File: src/rtl/uart_tx_fifo.sv
// uart_tx_fifo: FIFO-fed UART transmitter, LSB first, idle-high line, oversampled bit timer.
// Optional macro UART_TX_PARITY_EN adds a parity bit and the i_parity_odd select input.
module uart_tx_fifo #(
   parameter int unsigned DATA_BITS     = 8,
   parameter int unsigned STOP_BITS     = 2,
   parameter int unsigned COOLDOWN_BITS = 3,
   parameter int unsigned OSR           = 16,
   parameter int unsigned FIFO_DEPTH    = 4
) (
   input  logic                          divided_clk,
   input  logic                          i_rst,
   input  logic                          i_en,
`ifdef UART_TX_PARITY_EN
   input  logic                          i_parity_odd,
`endif
   input  logic [DATA_BITS-1:0]          i_data,
   input  logic                          i_valid,
   output logic                          o_ready,
   output logic                          o_tx,
   output logic                          o_busy,
   output logic [$clog2(FIFO_DEPTH):0]   o_count
);

   localparam int unsigned PW = $clog2(FIFO_DEPTH);
   localparam int unsigned CW = PW + 1;
   localparam int unsigned TW = $clog2(OSR);
   localparam int unsigned BW = 4;

   typedef enum logic [2:0] {
      IDLE,
      START,
      DATA,
`ifdef UART_TX_PARITY_EN
      PARITY,
`endif
      STOP,
      COOLDOWN
   } state_t;

   state_t               state, state_n;
   logic [TW-1:0]        tick, tick_n;
   logic [BW-1:0]        bit_cnt, bit_n;
   logic [DATA_BITS-1:0] sh, sh_n;
   logic [PW-1:0]        rd_ptr, rd_ptr_n, wr_ptr, wr_ptr_n;
   logic [CW-1:0]        count, count_n;
   logic                 tx_n, ready_n, busy_n;
   logic                 push, pop, can_pop, tick_last;
   logic [DATA_BITS-1:0] mem [FIFO_DEPTH];
`ifdef UART_TX_PARITY_EN
   logic                 par_q, par_n;
`endif

   assign push      = i_valid && o_ready;
   assign tick_last = (tick == TW'(OSR - 1));
   assign o_count   = count;

   // FIFO storage; no reset needed, occupancy lives in count
   always_ff @(posedge divided_clk) begin
      if (push) mem[wr_ptr] <= i_data;
   end

   // State and output registers
   always_ff @(posedge divided_clk or posedge i_rst) begin
      if (i_rst) begin
         state   <= IDLE;
         tick    <= '0;
         bit_cnt <= '0;
         sh      <= '0;
         rd_ptr  <= '0;
         wr_ptr  <= '0;
         count   <= '0;
         o_tx    <= 1'b1;
         o_ready <= 1'b1;
         o_busy  <= 1'b0;
`ifdef UART_TX_PARITY_EN
         par_q   <= 1'b0;
`endif
      end else begin
         state   <= state_n;
         tick    <= tick_n;
         bit_cnt <= bit_n;
         sh      <= sh_n;
         rd_ptr  <= rd_ptr_n;
         wr_ptr  <= wr_ptr_n;
         count   <= count_n;
         o_tx    <= tx_n;
         o_ready <= ready_n;
         o_busy  <= busy_n;
`ifdef UART_TX_PARITY_EN
         par_q   <= par_n;
`endif
      end
   end

   // Next-state, bit timing and FIFO bookkeeping
   always_comb begin
      state_n = state;
      tick_n  = tick;
      bit_n   = bit_cnt;
      sh_n    = sh;
      tx_n    = o_tx;
      pop     = 1'b0;
      can_pop = 1'b0;
`ifdef UART_TX_PARITY_EN
      par_n   = par_q;
`endif

      if (state != IDLE) tick_n = tick_last ? '0 : TW'(tick + TW'(1));

      case (state)
         IDLE: begin
            tx_n    = 1'b1;
            can_pop = 1'b1;
         end
         START: begin
            if (tick_last) begin
               state_n = DATA;
               bit_n   = '0;
               tx_n    = sh[0];
            end
         end
         DATA: begin
            if (tick_last) begin
               if (bit_cnt == BW'(DATA_BITS - 1)) begin
                  bit_n = '0;
`ifdef UART_TX_PARITY_EN
                  state_n = PARITY;
                  tx_n    = par_q;
`else
                  state_n = STOP;
                  tx_n    = 1'b1;
`endif
               end else begin
                  sh_n  = sh >> 1;
                  tx_n  = sh[1];
                  bit_n = BW'(bit_cnt + BW'(1));
               end
            end
         end
`ifdef UART_TX_PARITY_EN
         PARITY: begin
            if (tick_last) begin
               state_n = STOP;
               bit_n   = '0;
               tx_n    = 1'b1;
            end
         end
`endif
         STOP: begin
            if (tick_last) begin
               if (bit_cnt == BW'(STOP_BITS - 1)) begin
                  bit_n = '0;
                  if (COOLDOWN_BITS == 0) begin
                     state_n = IDLE;
                     can_pop = 1'b1;
                  end else begin
                     state_n = COOLDOWN;
                  end
               end else begin
                  bit_n = BW'(bit_cnt + BW'(1));
               end
            end
         end
         COOLDOWN: begin
            if (tick_last) begin
               if (bit_cnt == BW'(COOLDOWN_BITS - 1)) begin
                  bit_n   = '0;
                  state_n = IDLE;
                  can_pop = 1'b1;
               end else begin
                  bit_n = BW'(bit_cnt + BW'(1));
               end
            end
         end
         default: begin
            state_n = IDLE;
            tx_n    = 1'b1;
         end
      endcase

      // Pop straight into START so consecutive frames leave no idle gap
      if (can_pop && i_en && (count != '0)) begin
         pop     = 1'b1;
         state_n = START;
         tick_n  = '0;
         bit_n   = '0;
         sh_n    = mem[rd_ptr];
         tx_n    = 1'b0;
`ifdef UART_TX_PARITY_EN
         par_n   = (^mem[rd_ptr]) ^ i_parity_odd;
`endif
      end

      rd_ptr_n = pop  ? PW'(rd_ptr + PW'(1)) : rd_ptr;
      wr_ptr_n = push ? PW'(wr_ptr + PW'(1)) : wr_ptr;
      count_n  = CW'(count + CW'(push) - CW'(pop));
      ready_n  = (count_n < CW'(FIFO_DEPTH));
      busy_n   = (state_n != IDLE) || (count_n != '0);
   end

endmodule

File: config.mk
export PLATFORM = sky130hd
export DESIGN_NAME = uart_tx_fifo
export DESIGN_NICKNAME = d
export VERILOG_FILES = /design/src/rtl/uart_tx_fifo.sv
export SDC_FILE = /design/constraint.sdc
export NUM_CORES = 1
export LEC_CHECK = 0
export CAP_MARGIN = 40
export CELL_PAD_IN_SITES_DETAIL_PLACEMENT = 0
export CELL_PAD_IN_SITES_GLOBAL_PLACEMENT = 1
export CORE_ASPECT_RATIO = 1.5
export CORE_MARGIN = 5
export CORE_UTILIZATION = 46
export DETAILED_ROUTE_END_ITERATION = 12
export GPL_TIMING_DRIVEN = 1
export PLACE_DENSITY = 0.81
export SLEW_MARGIN = 0
export SYNTH_ARGS = -nofsm -noshare
export SYNTH_HDL_FRONTEND = slang
export SYNTH_SLANG_ARGS = --single-unit
File: constraint.sdc
create_clock -name divided_clk -period 3.6 [get_ports divided_clk]
set_clock_uncertainty 0.1 [all_clocks]
set_input_delay 0.72 -clock divided_clk [delete_from_list [all_inputs] [get_ports divided_clk]]
set_output_delay 0.72 -clock divided_clk [all_outputs]
set_load 0.05 [all_outputs]
======== After elaboration in Yosys (flattened, before gate mapping) ========
Memory sizes are Yosys's and may differ from the RTL's.
Index checks and enable logic that the tools add are counted.
word-level totals
  memory bits (writable) .................. 32
  memories kept ........................... 1
  word-level logic and storage cells ...... 85
  output and inout bits ................... 6
  register bits after elaboration ......... 29
  input bits .............................. 12
memory list
  memory  words  width  rd ports  clocked after Yosys merged registers in  write ports  RTL line  RTL
  mem     4      8      1         0                                        1            48        logic [DATA_BITS-1:0] mem [FIFO_DEPTH];
cells by class
  $lt $le $gt $ge ......................... 1
  add/sub/neg operators ................... 6
  eq/ne operators ......................... 14
  mux-type cells .......................... 36
  reductions and logical operators ........ 17
operators by type and width
  cell                                                                    number
  4-bit two-way mux                                                       11
  8-bit two-way mux                                                       4
  3-bit two-way mux                                                       8
  4-bit case mux with 4 select lines                                      1
  3-bit case mux with 5 select lines                                      1
  3-bit != test (second input constant)                                   4
  3-bit nonzero test                                                      4
  1-bit two-way mux                                                       9
  4-bit by 1-bit adder with 4-bit output (second input constant)          2
  3-bit by 2-bit equality test with 1-bit output (second input constant)  2
  3-bit AND reduction                                                     2
  2-bit nonzero test                                                      3
  5-bit AND reduction                                                     1
  5-bit nonzero test                                                      1
  2-bit by 1-bit adder with 2-bit output (second input constant)          2
  4-bit by 1-bit equality test with 1-bit output (second input constant)  1
  4-bit by 2-bit equality test with 1-bit output (second input constant)  1
  4-bit by 3-bit equality test with 1-bit output (second input constant)  1
  4-bit equality test (second input constant)                             1
  2-bit by 1-bit != test with 1-bit output (second input constant)        2
  3-bit by 1-bit adder with 3-bit output                                  1
  3-bit by 1-bit equality test with 1-bit output (second input constant)  1
  3-bit equality test (second input constant)                             1
  1-bit logical AND                                                       3
  7 further kinds                                                         7

======== Longest topological paths before layout ========
  depth after elaboration ................. 10
  mapped depth ............................ 15
  mapped depth without buffers ............ 13

======== Worst setup path after synthesis ========
Ideal clock, no wire load.
  path kind ............................... reg2reg
  from .................................... reg count[1], in the netlist o_count[1]
  to ...................................... reg o_busy
  data required time ...................... 3362 ps
  library setup time ...................... 138 ps
  setup slack ............................. 438 ps
  stages on the path, launching flop included .. 14
  clock period less this slack ............ 3162 ps
  arrival time ............................ 2924 ps
  path buffers ............................ 2
  cell sequence ........................... dfrtp_1 or3_1 and2_1 clkbuf_1 nand2_1 inv_1 buf_2 ha_1 inv_1 ha_1 fa_1 xnor2_1 nor3_1 nand4bb_1
on the way
  word-level cells in the longest chain between the ends .. 6
  elaborated cells on any way between the ends .. 9
  those cells by class .................... add/sub: 2; mux: 2; reduce/logical: 5
RTL lines
  what                                                                                            RTL line  RTL
  start: declaration                                                                              45        logic [CW-1:0] count, count_n;
  start signal: assignment                                                                        85        count <= count_n;
  parallel branches: the longest is 3 deep, another holds 3-bit by 1-bit adder with 3-bit output  --
  3-bit by 1-bit subtractor with 3-bit output (*)                                                 196       count_n = CW'(count + CW'(push) - CW'(pop));
  named net count_n[2]                                                                            45
  3-bit nonzero test (*)                                                                          198       busy_n = (state_n != IDLE) || (count_n != '0);
  1-bit logical OR (*)                                                                            198
  named net busy_n                                                                                46        logic tx_n, ready_n, busy_n;
  end signal: assignment                                                                          88        o_busy <= busy_n;
  end: declaration                                                                                20        output logic o_busy,
Mark *: on every way through the listed nets, which the timed path passes.
A chain may end at the register's enable or synchronous reset.

======== Final worst setup path ========
  from .................................... reg bit_cnt[0]
  to ...................................... reg o_busy
on the way
  word-level cells in the longest chain between the ends .. 10
  elaborated cells on any way between the ends .. 21
  those cells by class .................... add/sub: 1; eq/ne: 3; mux: 12; reduce/logical: 5
RTL lines
  what                                            RTL line  RTL
  start: declaration                              42        logic [BW-1:0] bit_cnt, bit_n;
  start signal: assignment                        81        bit_cnt <= bit_n;
  4-bit by 2-bit equality test with 1-bit output  166       if (bit_cnt == BW'(COOLDOWN_BITS - 1)) begin
  1-bit two-way mux                               166
  1-bit two-way mux                               165       if (tick_last) begin
  1-bit case mux with 2 select lines              110       case (state)
  1-bit logical AND (2 in a row)                  182       if (can_pop && i_en && (count != '0)) begin
  1-bit two-way mux                               182
  3-bit by 1-bit subtractor with 3-bit output     196
  named net count_n[2]                            45
  3-bit nonzero test                              198
  1-bit logical OR                                198
  named net busy_n                                46
The timed path passes the listed nets, and every way through them passes these cells.

==> out/summary.txt <==
status: finished clean
clock-pin slew on the worst setup and hold paths: 0.07 ns
FP Rows: 35
drt total wl: 5020 microns
remaining antenna violation count: 0
min Tclk post-route: 2.96 ns
CTS Sinks: 61
post-synthesis sequential area ratio: 0.593
TritonCTS Buffers: 9
Hold Fails Final Rpt: 0
placed inst area: 3100 sq um
Mapped Nets: 233
dominant register cell in the synthesized netlist: edfxtp_1
Buf/Inv on CP: 4
grt ovf: 0
Worst Path Arrival: 3.06 ns
WS Path Type: reg -> reg
worst-skew pair later-pin latency: 0.33 ns
P_int: 1.61 mW
pwr dens: 739 nW/um^2
top-level I/O count: 18
synthesized flop and latch total: 61
Avg Synthesized Cell Area: 13.6 sq um
CP delay by family, top: adder cells
area of the die: 7890 sq um
starting density of the core: 0.468
WL/cell: 16.1 microns
Combinational Power Share: 0.294
Core Region: 6090 sq um
HPWL after detailed placement: 3490 microns
DRT iter0 DRCs: 87
setup TNS: 0 ns
CTS tree: done
buffers added on ports: 17
final core utilization: 0.540
EDFF count, synth: 32
post-route insts no fill: 311
synthesized area: 2850 sq um
gr usage total: 0.147
drt via density: 5.53
final setup violating endpoints: 0
post-synthesis cell type count: 52
initial antenna violation count: 0
first-pass GRT wire length: 8690 microns
Nets: 255
achievable clock frequency: 0.338 GHz
Post-Place Cells: 295
critical path endpoint category: flip-flop
post-route cell area: 3290 sq um
width of the die: 74.2 microns
Switch Pwr: 822 uW
Leak: 1.29 nW
Flop pwr share: 0.465
number of global-route vias before repair: 1816
GPL Wtd Cong: 0.798
Layout Area Growth over Synthesis: 15.5%
Slew headroom: 0.611
Peak supply drop: 0.427 mV
# hold bufs at CTS: 0
clock network power share: 0.241
largest net degree at the start of global routing: 30
n_diodes: 0
post-CTS setup buffer count: 0
max capacitance violation total: 0
crit-path cells: inv_1 > ha_1 > nor3b_1 > buf_4 > a21o_1 > nand2_1 > inv_1 > ha_1 > inv_1 > ha_1 > fa_1 > xnor2_1 > nor3_1 > nand4bb_1
drc violations: 0
critical path's slowest cell: dfrtp_1
Sw Ratio: 0.338
clk root buf: clkbuf_8
vias post-DR: 1719
worst hold path type: reg -> reg
Initial DRT Pass Iterations: 4
Worst Tran Pin Value: 0.583 ns
Die Height: 106 microns
asr flop ratio synth: 0.475
warnings from Yosys: 0
htree depth: 3
Tcrit/Tclk final: 0.823
Power, Total: 2.43 mW
unrepaired setup endpoints after global routing: no
CP peak stage delay: 0.43 ns
Post-Syn Instances: 210
Post-CTS Resized: 0
CTS Buffer Depth: 2
layout cells sized above 1: 0.177
count of final max-slew check failures: 0
Worst setup SP type: flip-flop
WP data required: 3.70 ns
Worst Path Max Fanout: 5
## sequential cells by signal, summed over array words and instances (netlist names), 2 cells and up
signal	flops
sh	8
wr_ptr	2
rd_ptr	2
tick	4
bit_cnt	4
mem	32
o_count	3
state	3
## path summary, 6_finish.rpt
check	to	cells past startpoint	slack [ns]	start
setup reg to reg	o_busy	14	0.64	bit_cnt[0]
hold reg to reg	o_tx	2	0.39	o_tx
max in group asynchronous	o_tx	3	2.42	i_rst
setup / recovery	o_busy	14	0.64	bit_cnt[0]
hold / removal	o_tx	2	0.39	o_tx
min in group asynchronous	wr_ptr[0]	3	0.66	i_rst
## worst register-to-register path, stage by stage (launching register included)
cell       delay, ns
dfrtp_1         0.43
inv_1           0.06
ha_1            0.20
nor3b_1         0.13
buf_4           0.16
a21o_1          0.19
nand2_1         0.15
inv_1           0.08
ha_1            0.27
inv_1           0.04
ha_1            0.18
fa_1            0.37
xnor2_1         0.17
nor3_1          0.17
nand4bb_1       0.12
## routing by layer
| metal | vias up | track usage | wire length (microns) |
|---|---|---|---|
| met5 | - | 0 | 0 |
| met4 | 0 | 0.0611 | 100 |
| met3 | 9 | 0.0445 | 137 |
| met2 | 23 | 0.249 | 2690 |
| met1 | 856 | 0.170 | 2090 |
| li1 | 831 | - | - |
## cells by family (layout without fill, tap and decap cells)
| family | after synthesis | in the layout | synth area share |
|---|---|---|---|
| flip-flops | 61 | 61 | 0.593 |
| AO/OA/AOI/OAI | 35 | 35 | 0.0822 |
| AND/OR/NAND/NOR | 52 | 52 | 0.115 |
| multiplexers | 17 | 17 | 0.0989 |
| XOR/XNOR | 6 | 6 | 0.0185 |
| adder cells (fa/ha/maj) | 11 | 11 | 0.0510 |
| buffers and inverters | 28 | 55 | 0.0413 |
## power groups by stage
stage / Clock [mW] / Sequential [mW] / Combinational, mW
after floorplan: 0 / 1.16 / 0.510
after global placement: 0 / 1.14 / 0.715
after detailed placement: 0 / 1.15 / 0.727
after CTS: 0.600 / 1.14 / 0.727
after global routing: 0.639 / 1.17 / 0.800
final: 0.585 / 1.13 / 0.715
## synthesized netlist by cell type, drive strengths merged (3+ instances only)
library cell	instances	area, sq um
buf	4	25.0
xnor2	4	35.0
a21oi	3	15.0
ha	10	125
nand2	6	22.5
nor3	4	20.0
nor2	3	11.3
o22ai	3	18.8
inv	16	60.1
and3	5	31.3
nand3	11	55.1
mux2i	6	60.1
mux2	3	41.3
clkbuf	8	32.5
o221ai	4	35.0
mux4	8	180
o21ai	12	60.1
edfxtp	32	961
dfrtp	27	676
nor3b	5	37.5
## final cells by class
class	instances	area [sq um]
clock inverters	7	66.3
inverters	16	60.1
multi-input cells	121	1040
well taps	74	92.6
clock buffers	9	124
fillers	507	2800
flip-flops and latches	61	1690
repair buffers	23	215
## per-stage QoR
stage                     hold slack [ns]  setup slack [ns]
final                               0.386             0.639
after floorplan                     0.360             0.438
after CTS                           0.397             0.627
after detailed placement            0.386             0.320
after global routing                0.438             0.443
after global placement              0.378             0.401
## cell usage in the layout (no fill, tap or decap), types with 4 or more instances in the layout
cell type         n
nand3_1          11
nor3b_1           5
buf_4             6
nor3_1            4
o21ai_0          12
edfxtp_1         32
clkdlybuf4s50_1  17
inv_1            16
xnor2_1           4
mux2i_1           6
o221ai_1          4
dfrtp_1          27
nand2_1           6
clkbuf_8          9
mux4_2            8
ha_1             10
and3_1            5
Power figures use the tool's default switching activity.
